`src/rtl/demux_router_pkg.sv`:
```
// demux_router_pkg: shared constants and types for the demux router.
//   DEF_DATA_W    default beat width
//   lane_state_e  per-lane buffer state {EMPTY, FULL}
//   byte_t        one default-width data beat
package demux_router_pkg;
    localparam int DEF_DATA_W = 8;
    typedef enum logic {EMPTY, FULL} lane_state_e;
    typedef logic [DEF_DATA_W-1:0] byte_t;
endpackage

```
`src/rtl/demux_router_lane.sv`:
```
// demux_router_lane: one-entry holding buffer with valid/ready output handshake.
//   clk, rst  clock, synchronous active-high reset
//   load      write data into the buffer this cycle (wins over drain)
//   data      beat to load
//   ready     consumer accepts the held beat
//   valid     buffer full
//   q         held beat; keeps its last value while empty
module demux_router_lane
    import demux_router_pkg::*;
#(
    parameter int DATA_W = DEF_DATA_W
) (
    input  logic              clk,
    input  logic              rst,
    input  logic              load,
    input  logic [DATA_W-1:0] data,
    input  logic              ready,
    output logic              valid,
    output logic [DATA_W-1:0] q
);
    lane_state_e state;

    assign valid = (state == FULL);

    // A load in the same cycle as a drain keeps the lane FULL with the new beat.
    always_ff @(posedge clk) begin
        if (rst) begin
            state <= EMPTY;
            q     <= '0;
        end else if (load) begin
            state <= FULL;
            q     <= data;
        end else if (ready) begin
            state <= EMPTY;
        end
    end
endmodule

```
`src/rtl/demux_router.sv`:
```
// demux_router: registered 1-to-NUM_OUT demultiplexer with per-lane one-entry buffers.
//   clk, rst   clock, synchronous active-high reset
//   in_data    input beat; in_sel picks its lane; in_valid/in_ready handshake
//   out_data   lane i at [i*DATA_W +: DATA_W]; out_valid/out_ready per lane
//   err_sel    sticky flag for a beat with in_sel >= NUM_OUT; err_clr clears it (set wins)
//   stat_cnt   per-lane drained-beat counters, present only with DEMUX_ROUTER_STATS_EN
module demux_router
    import demux_router_pkg::*;
#(
    parameter int DATA_W  = DEF_DATA_W,
    parameter int NUM_OUT = 2,
    parameter int SEL_W   = (NUM_OUT > 1) ? $clog2(NUM_OUT) : 1
`ifdef DEMUX_ROUTER_STATS_EN
  , parameter int CNT_W   = 16
`endif
) (
    input  logic                      clk,
    input  logic                      rst,
    input  logic [DATA_W-1:0]         in_data,
    input  logic [SEL_W-1:0]          in_sel,
    input  logic                      in_valid,
    output logic                      in_ready,
    output logic [NUM_OUT*DATA_W-1:0] out_data,
    output logic [NUM_OUT-1:0]        out_valid,
    input  logic [NUM_OUT-1:0]        out_ready,
    output logic                      err_sel,
    input  logic                      err_clr
`ifdef DEMUX_ROUTER_STATS_EN
  , output logic [NUM_OUT*CNT_W-1:0]  stat_cnt
`endif
);
    localparam int NP = 1 << SEL_W;

    logic          in_range;
    logic          accept;
    logic [NP-1:0] busy;

    // Padding to the full select range makes out-of-range selects read as not busy,
    // so such beats are always consumed (and dropped).
    assign busy     = NP'(out_valid & ~out_ready);
    assign in_range = int'(in_sel) < NUM_OUT;
    assign in_ready = !rst && !busy[in_sel];
    assign accept   = in_valid && in_ready;

    for (genvar i = 0; i < NUM_OUT; i++) begin : g_lane
        demux_router_lane #(.DATA_W(DATA_W)) u_lane (
            .clk   (clk),
            .rst   (rst),
            .load  (accept && in_sel == SEL_W'(i)),
            .data  (in_data),
            .ready (out_ready[i]),
            .valid (out_valid[i]),
            .q     (out_data[i*DATA_W +: DATA_W])
        );
`ifdef DEMUX_ROUTER_STATS_EN
        always_ff @(posedge clk) begin
            if (rst)
                stat_cnt[i*CNT_W +: CNT_W] <= '0;
            else if (out_valid[i] && out_ready[i])
                stat_cnt[i*CNT_W +: CNT_W] <= stat_cnt[i*CNT_W +: CNT_W] + 1'b1;
        end
`endif
    end

    always_ff @(posedge clk) begin
        if (rst)
            err_sel <= 1'b0;
        else if (accept && !in_range)
            err_sel <= 1'b1;
        else if (err_clr)
            err_sel <= 1'b0;
    end
endmodule

```
`config.mk`:
```
export PLATFORM = sky130hd
export DESIGN_NAME = demux_router
export DESIGN_NICKNAME = d
export VERILOG_FILES = /design/src/rtl/demux_router_pkg.sv /design/src/rtl/demux_router_lane.sv /design/src/rtl/demux_router.sv
export SDC_FILE = /design/constraint.sdc
export NUM_CORES = 1
export LEC_CHECK = 0
export BUFFER_PORTS_ARGS = -buffer_cell sky130_fd_sc_hd__buf_4
export CELL_PAD_IN_SITES_DETAIL_PLACEMENT = 1
export CELL_PAD_IN_SITES_GLOBAL_PLACEMENT = 1
export CORE_ASPECT_RATIO = 0.6
export CORE_MARGIN = 1
export CORE_UTILIZATION = 31
export CTS_CLUSTER_DIAMETER = 120
export CTS_CLUSTER_SIZE = 25
export DETAILED_ROUTE_END_ITERATION = 7
export PLACE_DENSITY_LB_ADDON = 0.1
export SLEW_MARGIN = 20
export SYNTH_ARGS = -nofsm -noshare
export SYNTH_HDL_FRONTEND = slang
export SYNTH_SLANG_ARGS = --single-unit
```
`constraint.sdc`:
```
create_clock -name clk -period 1 [get_ports clk]
set_input_delay 0.1 -clock clk [delete_from_list [all_inputs] [get_ports clk]]
set_output_delay 0.1 -clock clk [all_outputs]
set_load 0.1 [all_outputs]
```
=== Word level (Yosys, flattened, before mapping) ===
Index checks and enable logic that the tools add are counted.

* Flip-flop bits (word level): 18

* Order comparisons: 1
* Mux-type cells: 6
* Bitwise gates (word level): 3
* Reduce and logical (&&, ||, !) cells: 8

{| class="wikitable"
|+ Operator list
! operator !! number
|-
| $mux W1 || 6
|-
| $logic_and A1 B1 Y1 || 4
|-
| $reduce_bool A2 Y1 || 2
|-
| $and A2 B2 Y2 || 1
|-
| $logic_not A1 Y1 || 2
|-
| $lt A1 B2 Y1 const B || 1
|-
| $not A2 Y2 || 1
|-
| $not A1 Y1 || 1
|}

=== Logic depth before layout (Yosys ltp) ===
Gate-level depths: netlist (run 1).

* Depth after elaboration: 9
* Depth in mapped cells: 5

=== Hierarchy ===
Synthesis (run 1) repeated with hierarchy kept, for this count alone.

* Cells, all modules: 69
* Area total of the unflattened synthesis: 708.2 um^2

{| class="wikitable"
|+ By module, submodules not included
! module !! instances !! cells an instance !! area an instance (um^2)
|-
| demux_router_lane || 2 || 30 || 321.6
|-
| demux_router || 1 || 9 || 65.1
|}

=== Worst setup path after synthesis (run 1) ===
Ideal clock, no wire load.

* Path kind: register to output
* Start: register g_lane[0].u_lane.state
* End: output port in_ready
* Data arrival time: 2.737 ns
* Slack: -1.837 ns
* Stages on the path, launching flop included: 4
* Path buffers: 0
* Path through: dfxtp_1 > nand2b_1 > nor2_1 > a211oi_1

* Cells in the longest elaborated chain, start to end: 5

{| class="wikitable"
|+ RTL lines
! what !! line !! source
|-
| start, declared || demux_router_lane.sv:21 || <nowiki>lane_state_e state;</nowiki>
|-
| start signal, assigned || demux_router_lane.sv:28 || <nowiki>state <= EMPTY;</nowiki>
|-
| start signal, assigned || demux_router_lane.sv:31 || <nowiki>state <= FULL;</nowiki>
|-
| start signal, assigned || demux_router_lane.sv:34 || <nowiki>state <= EMPTY;</nowiki>
|-
| $and A2 B2 Y2 || demux_router.sv:40 || <nowiki>assign busy = NP'(out_valid & ~out_ready);</nowiki>
|-
| $mux W1 (not written as such) (2 in series) || demux_router.sv:42 || <nowiki>assign in_ready = !rst && !busy[in_sel];</nowiki>
|-
| $logic_not A1 Y1 || demux_router.sv:42 ||
|-
| $logic_and A1 B1 Y1 || demux_router.sv:42 ||
|-
| end, declared || demux_router.sv:22 || <nowiki>output logic in_ready,</nowiki>
|}

No other way between the ends. The select of a mux whose other input is x is not followed.

=== Final worst setup path (run 1) ===
Same ends and word-level chain as after synthesis.

==> results.md, run 1 <==
* Core Region at 2560 um^2
* Min-delay src: in_data[6]
* LEAKAGE at 0.623 nW
* ANT cells at 0
* Final ANT Viol Nets at 0
* Post-synth top cells: 18 x dfxtp_1, 10 x nand2b_1, 9 x nor2b_1
* IR drop worst, VDD at 864 uV
* CTS tree: built
* Worst EP arrival at 1.14 ns
* Filler Cells Inserted at 271
* Final wirelength at 2160 um
* Largest cells by area after synthesis: dfxtp_1 42%, mux2_4 14%, a31o_1 8.2%
* Crit Path Class: flip-flop to primary output
* Maximum clock path buffer count at 2
* H-tree lvl count at 1
* Full die area at 2960 um^2
* Skew final at 0.00472 ns
* WHS Path Cells at 2
* Worst R2R End: g_lane[0].u_lane.q[7]
* Final Max Tran Viols at 0
* Max_cap viols at 0
* Area Overhead vs Synth at 70.4%
* Final period util at 124%
* R2R depth at 5
* Failing checks: setup timing
* Setup violators final at 18
* All-Layer GR Usage at 14.5%
* Largest net degree at the start of global routing at 18
* Buffers on Ports at 32
* Final hold vios at 0
* Fmax achieved at 806 MHz
* Post-Synthesis Cells at 79
* First-iteration detailed-routing DRC count at 4
* Hold Path End: g_lane[1].u_lane.q[6]
* Hold slack final at 0.0773 ns
* Register area share after synthesis at 42.4%
* Final min period at 1.24 ns
* Worst setup margin at -0.241 ns
* Initial antenna violation count at 0
* PD cells at 1370 nW/um^2
* Storage cell area at 423 um^2
* Vias in the first global route at 690
* CP Launch Type: flip-flop
* Clock Pin Slew Worst Setup and Hold Paths at 0.07 ns
* EDFF count, synth at 0
* Die H at 42.6 um
* Syn nets at 94
* Cell with the most instances after synthesis: dfxtp_1
* CTS root buffer: clkbuf_8
* Grt ovf at 0
* Post-synth ARST share at 0%
* Number of synthesis warnings at 0
* Top_reg_cell synth: dfxtp_1
* Area of the multi-input gates at 512 um^2
* Later-pin clock latency in the skew report at 0.25 ns
* Unrepaired setup endpoints after global routing: yes
* Initial core utilization at 33.2%
* CTS Hold Bufs at 0
* Final nets at 134
* DRC at 0
* Post-Syn Area at 850 um^2
* Most area-hungry cell type in the Yosys netlist: dfxtp_1
* CTS Buf Count at 3
* Max FO, Critical Path at 4
* Status: finished, violations left
* Drt first pass iters at 4
* CP endpoint kind: primary output
* Post-synthesis cell type count at 17
* Fin util at 56.6%
* Syn_area_per_cell at 10.8 um^2
* Layout cells sized above 1 at 75.4%
* Synth top area share at 42.4%
* Min-Delay Path Class: input port to flip-flop
* Vias at 705
* GP Congestion at 0.693
* Post-synthesis register bit count at 18
* DP HPWL at 1450 um
* Die Wd at 69.6 um
* # IOs at 35
* R2r setup slk at -0.18 ns
* WP data required at 0.90 ns
* Reg2reg start: g_lane[0].u_lane.valid
* Cell Rows at 14
* Clock sinks at 18
* Vias per cell at 4.70
* First-pass GRT wire length at 3210 um
* Wire per inst at 14.4 um
worst max-delay path: stages (launching register included):
cell	delay [ns]
dfxtp_2	0.34
nand2b_4	0.10
nor2_2	0.06
a211oi_4	0.19
buf_12	0.21
final cells by class:
type	instances	area share [%]
multi-input combinational	53	35.4
tap	32	2.77
sequential	18	29.2
timing repair buffer	43	28.9
clock buffer	4	3.80
per-layer routing:
layer,vias up,part of all wire (%),track usage (%)
met3,4,6.2,5.53
met1,331,45,16.8
met4,0,1.2,4.90
met5,-,0,0
met2,25,47,24.9
li1,345,-,-
cells by family after synthesis:
| family | after synthesis | share of synthesized area (%) |
|---|---|---|
| and+or+nand+nor | 25 | 19.9 |
| other | 1 | 0.441 |
| AOI/OAI and AO/OA | 18 | 14.9 |
| buffers and inverters | 9 | 8.25 |
| DFF | 18 | 42.4 |
| muxes | 8 | 14.1 |
worst max path at each step:
stage | from | end | depth (start not counted)
after global placement | in_sel | g_lane[0].u_lane.q[0] | 4
final | g_lane[0].u_lane.valid | in_ready | 4
after CTS | g_lane[1].u_lane.valid | in_ready | 3
after detailed placement | in_sel | g_lane[0].u_lane.q[5] | 4
after global routing | g_lane[0].u_lane.valid | in_ready | 4
after floorplan | g_lane[1].u_lane.valid | in_ready | 2
layout by cell type, fill, tap and decap left out:
master,n
conb_1,1
buf_12,4
nor3b_4,1
buf_6,8
buf_8,2
clkbuf_8,4
a21oi_1,1
nor2_1,2
dfxtp_4,16
and3b_1,1
nor2_2,1
nand2_8,2
a21oi_2,8
dfxtp_2,2
a211oi_4,1
a31o_1,8
nor2b_1,8
nand2b_4,2
nor2b_4,1
nand2b_1,8
mux2_4,8
buf_4,29
report_power, final:
| group | switching, mW | leakage, nW | total [mW] | internal [mW] |
|---|---|---|---|---|
| Combinational | 0.427 | 0.435 | 0.636 | 0.209 |
| Sequential | 0.0235 | 0.160 | 0.763 | 0.739 |
| Clock | 0.232 | 0.0288 | 0.581 | 0.349 |
metrics by stage:
stage          area (um^2)  std cells  power, mW  setup TNS, ns  worst slack, ns
3_3_place_gp          1220        141       1.35         -0.665          -0.0615
4_1_cts               1350        146       1.98          -1.55           -0.260
5_1_grt               1450        150       2.07          -2.07           -0.287
2_1_floorplan          943         79       1.22         -0.413           -0.413
3_5_place_dp          1220        141       1.36          -1.02          -0.0826
6_report              1450        150       1.98          -1.33           -0.241
flip-flops by register name (all words and copies together), names as in the netlist:
name,count
g_lane.u_lane.q,16
g_lane.u_lane.valid,2
timing repair:
action | CTS | global route
buffers inserted | 1 | 4
setup endpoints to repair | 19 | 23
pin swaps | 1 | 1
cloned | 0 | 1
resized for setup | 18 | 15
endpoints found under the hold margin | 0 | 0
(Power assumes the default switching activity.)
==> run 2, diff against run 1 <==
--- a/config.mk
+++ b/config.mk
@@ -9,8 +9,8 @@
 export CELL_PAD_IN_SITES_DETAIL_PLACEMENT = 1
 export CELL_PAD_IN_SITES_GLOBAL_PLACEMENT = 1
 export CORE_ASPECT_RATIO = 0.6
-export CORE_MARGIN = 1
-export CORE_UTILIZATION = 31
+export CORE_MARGIN = 2
+export CORE_UTILIZATION = 28
 export CTS_CLUSTER_DIAMETER = 120
 export CTS_CLUSTER_SIZE = 25
 export DETAILED_ROUTE_END_ITERATION = 7
@@ -18,4 +18,5 @@
 export SLEW_MARGIN = 20
 export SYNTH_ARGS = -nofsm -noshare
 export SYNTH_HDL_FRONTEND = slang
+export SYNTH_HIERARCHICAL = 1
 export SYNTH_SLANG_ARGS = --single-unit
==> results.md, run 2 <==
* Min-delay src: in_data[7]
* Area Overhead vs Synth at 71.9%
* Drt first pass iters at 3
* Core Region at 2450 um^2
* First-pass GRT wire length at 2790 um
* Clock sinks at 18
* Critical path origin: g_lane[0].u_lane/valid
* Post-Syn Area at 708 um^2
* Max_cap viols at 0
* Max reg flops at 16
* Sw Pwr at 0.547 mW
* Initial antenna violation count at 0
* Cell Rows at 14
* Clock Pin Slew Worst Setup and Hold Paths at 0.06 ns
* Flop pwr share at 44.4%
* LEAKAGE at 0.516 nW
* # IOs at 35
* Largest net degree at the start of global routing at 12
* Syn_area_per_cell at 10.3 um^2
* Final Max Tran Viols at 0
* Final period util at 141%
* Die Wd at 68.9 um
* Number of synthesis warnings at 6
* Largest cells by area after synthesis: dfxtp_1 51%, mux2i_1 23%, nor2_1 8.5%
* Reg2reg start: g_lane[0].u_lane/valid
* Die H at 43.0 um
* EDFF count, synth at 0
* Biggest register: g_lane.u_lane/q
* Post-Synthesis Cells at 69
* DRC at 0
* Status: finished, violations left
* Min-Delay Path Class: input port to flip-flop
* Most area-hungry cell type in the Yosys netlist: dfxtp_1
* Post-synth ARST share at 0%
* Vias at 608
* Failing checks: setup timing
* Cell with the most instances after synthesis: dfxtp_1
* Top_reg_cell synth: dfxtp_1
* Worst EP arrival at 1.31 ns
* Buffers on Ports at 32
* CTS tree: built
* Design Area, Final at 1220 um^2
* Dpl cell area at 1080 um^2
* All-Layer GR Usage at 12.9%
* Crit Path Class: flip-flop to primary output
* PD cells at 1410 nW/um^2
* CTS Hold Bufs at 0
* Clock power frac at 28.9%
* Post-synthesis register bit count at 18
* H-tree lvl count at 1
* Fin util at 49.6%
* Initial core utilization at 28.9%
* Syn nets at 84
* Register area share after synthesis at 50.9%
* Skew final at 0.000401 ns
* Full die area at 2960 um^2
* Comb power frac at 26.7%
* CTS Buf Count at 3
* Max FO, Critical Path at 2
* Synth top area share at 50.9%
* Post-synth top cells: 18 x dfxtp_1, 16 x mux2i_1, 16 x nor2_1, 3 x a21oi_1, 3 x inv_1
* Later-pin clock latency in the skew report at 0.25 ns
* WP data required at 0.90 ns
* Wire per inst at 12.5 um
* GP Congestion at 0.671
* Internal power component at 1.16 mW
* Grt ovf at 0
* ANT cells at 0
* Worst setup margin at -0.412 ns
* Final wirelength at 1770 um
* Setup slack after placement at -0.350 ns
* Final hold vios at 0
* CP Launch Type: flip-flop
* Layout cells sized above 1 at 62.4%
* Final nets at 126
* Fmax achieved at 708 MHz
* Post-synthesis cell type count at 15
* Most frequent cells in the layout: 33 x buf_4, 16 x mux2i_1, 16 x nor2_1, 16 x dfxtp_2
* Final ANT Viol Nets at 0
* CTS root buffer: clkbuf_8
* Hold slack final at 0.0958 ns
* CP endpoint kind: primary output
* DP HPWL at 1380 um
* Final min period at 1.41 ns
* First-iteration detailed-routing DRC count at 25
* Maximum clock path buffer count at 2
* Setup_tns at -4.02 ns
* Commonest non-fill, non-tap cell in the layout: buf_4
* Vias in the first global route at 605
* Vias per cell at 4.31
* Sw Share at 32.0%
* Unrepaired setup endpoints after global routing: yes
* IR drop worst, VDD at 724 uV
* Setup violators final at 20
## run 2: cell types whose count changed in the layout (fill, tap and decap cells not counted), moves of 8 or more
cell,before,now
mux2i_1,0,16
dfxtp_2,2,16
dfxtp_4,16,2
nor2_1,2,16
a21oi_2,8,0
a31o_1,8,0
mux2_4,8,0
nor2b_1,8,0
## run 2: worst paths after layout
check,endpoint,slack [ns],depth (start not counted)
max reg2reg,g_lane[0].u_lane/q[0],-0.35,5
min reg2reg,g_lane[1].u_lane/q[2],0.49,2
min,g_lane[1].u_lane/q[7],0.1,3
max,in_ready,-0.41,4
## run 2: kinds of logic (layout without fill, tap and decap cells)
group / count (synthesis) / count (layout) / share of synthesized area [%]
buf+inv: 8 / 48 / 7.24
other cells: 1 / 1 / 0.530
simple gates: 22 / 22 / 15.4
mux: 16 / 16 / 22.6
flops: 18 / 18 / 50.9
compound gates: 4 / 4 / 3.36
## run 2: metal layers
| layer | wire [um] | track usage, % | up-vias |
|---|---|---|---|
| met4 | 0 | 2.35 | 0 |
| met1 | 793 | 16.9 | 285 |
| met3 | 96 | 4.77 | 0 |
| met2 | 878 | 20.4 | 18 |
| li1 | - | - | 305 |
| met5 | 0 | 0 | - |
## run 2: layout make-up
cell class,count,area (um^2)
clock buffer,3,41.3
fill,269,1230
inverter,3,11.3
multi-input combinational,43,339
sequential,18,388
tap,32,40.0
timing repair buffer,42,398
## run 2: repair_timing
action                     CTS  global route
pin swaps                    2             2
resized for setup           12             4
setup endpoints to repair   20            21
setup buffers                1             1
cloned                       1             0
## run 2: power groups by stage
stage / logic (mW) / registers (mW) / clock network, mW
2_1_floorplan: 0.120 / 0.954 / 0
3_3_place_gp: 0.420 / 0.773 / 0
3_5_place_dp: 0.425 / 0.774 / 0
4_1_cts: 0.458 / 0.759 / 0.516
5_1_grt: 0.476 / 0.762 / 0.547
6_report: 0.457 / 0.759 / 0.495
## run 2: stage by stage
stage / instances / total power, mW
after detailed placement: 135 / 1.20
after floorplan: 69 / 1.07
after CTS: 140 / 1.73
final: 141 / 1.71
after global routing: 141 / 1.78
after global placement: 135 / 1.19
## run 2: critical path, cell delays in order (launching register included)
cell,delay [ns]
dfxtp_4,0.34
buf_6,0.11
nor3b_4,0.15
a311oi_4,0.25
buf_12,0.22
==> run 3, diff against run 2 <==
--- a/config.mk
+++ b/config.mk
@@ -10,7 +10,7 @@
 export CELL_PAD_IN_SITES_GLOBAL_PLACEMENT = 1
 export CORE_ASPECT_RATIO = 0.6
 export CORE_MARGIN = 2
-export CORE_UTILIZATION = 28
+export CORE_UTILIZATION = 31
 export CTS_CLUSTER_DIAMETER = 120
 export CTS_CLUSTER_SIZE = 25
 export DETAILED_ROUTE_END_ITERATION = 7
==> constraint.sdc (replaced) <==
create_clock -name clk -period 1.5 [get_ports clk]
set_input_delay 0.15 -clock clk [delete_from_list [all_inputs] [get_ports clk]]
set_output_delay 0.15 -clock clk [all_outputs]
set_load 0.1 [all_outputs]
==> results.md, run 3 (synthesis results as in run 2) <==
* DRC at 0
* CP Launch Type: flip-flop
* Status: finished, final reports clean
* CTS root buffer: clkbuf_8
* WP data required at 1.35 ns
* IR drop worst, VDD at 648 uV
* Area Overhead vs Synth at 49.8%
* Drt first pass iters at 4
* CTS tree: built
* Later-pin clock latency in the skew report at 0.25 ns
* Skew final at 0.00229 ns
* All-Layer GR Usage at 14.0%
* Worst setup margin at 0.0520 ns
* Core Region at 2160 um^2
* Setup violators final at 0
* Clock sinks at 18
* Total Power at 1.17 mW
* Crit Path Class: flip-flop to primary output
* Crit-path slowest cell: dfxtp_4
* Layout cells sized above 1 at 42.7%
* Buffers on Ports at 32
* GP Congestion at 0.684
* Min-Delay Path Class: input port to flip-flop
* ANT cells at 0
* DP HPWL at 1260 um
* Fmax achieved at 691 MHz
* Vias in the first global route at 592
* First-iteration detailed-routing DRC count at 18
* H-tree lvl count at 1
* Die Wd at 65.7 um
* CP endpoint kind: primary output
* Largest net degree at the start of global routing at 12
* First-pass GRT wire length at 2620 um
* Filler Cells Inserted at 257
* Commonest non-fill, non-tap cell in the layout: buf_4
* Worst-path cell chain: nor3b_4 > a311oi_4 > buf_6
* Wire per inst at 12.6 um
* Unrepaired setup endpoints after global routing: no
* Die H at 41.0 um
* Initial antenna violation count at 0
* Max FO, Critical Path at 4
* Max incr delay on CP at 0.35 ns
* Vias per cell at 4.46
* PD cells at 1100 nW/um^2
* Vias at 593
* Final ANT Viol Nets at 0
* # IOs at 35
* Post-CTS setup buffers at 0
* Maximum clock path buffer count at 2
* Final nets at 119
* Max_cap viols at 0
* Cell Rows at 13
* Max reg flops at 16
* Biggest register: g_lane.u_lane/q
* Initial core utilization at 32.7%
* Final Max Tran Viols at 0
* Most frequent cells in the layout: 34 x buf_4, 16 x mux2i_1, 16 x nor2_1, 16 x dfxtp_1, 4 x clkbuf_8
* Final wirelength at 1680 um
* LEAKAGE at 0.459 nW
* CTS Buf Count at 3
* Final hold vios at 0
* Clock Pin Slew Worst Setup and Hold Paths at 0.07 ns
* Final period util at 96.5%
* Full die area at 2700 um^2
* Final min period at 1.45 ns
* Worst EP arrival at 1.30 ns
* Grt ovf at 0
* Setup slack after placement at 0.183 ns
==> run 3: final timing paths <==
path / start / depth (start not counted) / to / slack (ns)
setup / recovery: g_lane[0].u_lane/valid / 3 / in_ready / 0.05
setup reg to reg: g_lane[0].u_lane/valid / 5 / g_lane[0].u_lane/q[7] / 0.18
hold reg to reg: g_lane[0].u_lane/q[0] / 2 / g_lane[0].u_lane/q[0] / 0.50
hold / removal: rst / 2 / g_lane[0].u_lane/valid / 0.15
==> run 3: through the flow <==
step                      area (um^2)  utilization (%)  cells  setup TNS (ns)  hold WS (ns)
after floorplan                   742                -     69          -0.234         0.297
after global placement           1000             46.3    129               0         0.394
final                            1060             49.0    133               0         0.146
after detailed placement         1000             46.3    129               0         0.412
after CTS                        1060             49.0    133               0         0.146
after global routing             1060             49.0    133               0         0.143
==> run 3: repair_timing <==
| item | in CTS | in global routing |
|---|---|---|
| hold endpoints to repair | 0 | 0 |
| resized for setup | 1 | 0 |
| endpoints found under the setup margin | 1 | 0 |
| hold buffers | 0 | 0 |
==> run 3: area by class of cell <==
class                   count  area, um^2  share of cell area [%]
multi-input cells          43         325                    30.7
inverters                   3        11.3                    1.06
repair buffers             35         267                    25.1
clock buffers               4        55.1                    5.19
flip-flops and latches     18         365                    34.4
well taps                  30        37.5                    3.54
==> run 3: worst max-delay path: cells and delay by family, from the launching register on <==
kind                   cells  cell delay, ns
AOI/OAI and AO/OA          1            0.28
and+or+nand+nor            1            0.15
DFF                        1            0.35
buffers and inverters      1            0.27
==> run 3: per-layer routing <==
| layer | vias to the layer above | global-route usage (%) | part of all wire, % |
|---|---|---|---|
| met4 | 0 | 6.25 | 0.77 |
| met3 | 2 | 5.77 | 6.9 |
| met1 | 278 | 16.3 | 45 |
| li1 | 293 | - | - |
| met2 | 20 | 23.5 | 47 |
| met5 | - | 0 | 0 |
==> run 3: power breakdown <==
group	switching [mW]	internal [mW]	leakage [nW]
Sequential	0.0102	0.494	0.148
Combinational	0.194	0.0748	0.283
Clock	0.160	0.233	0.0288
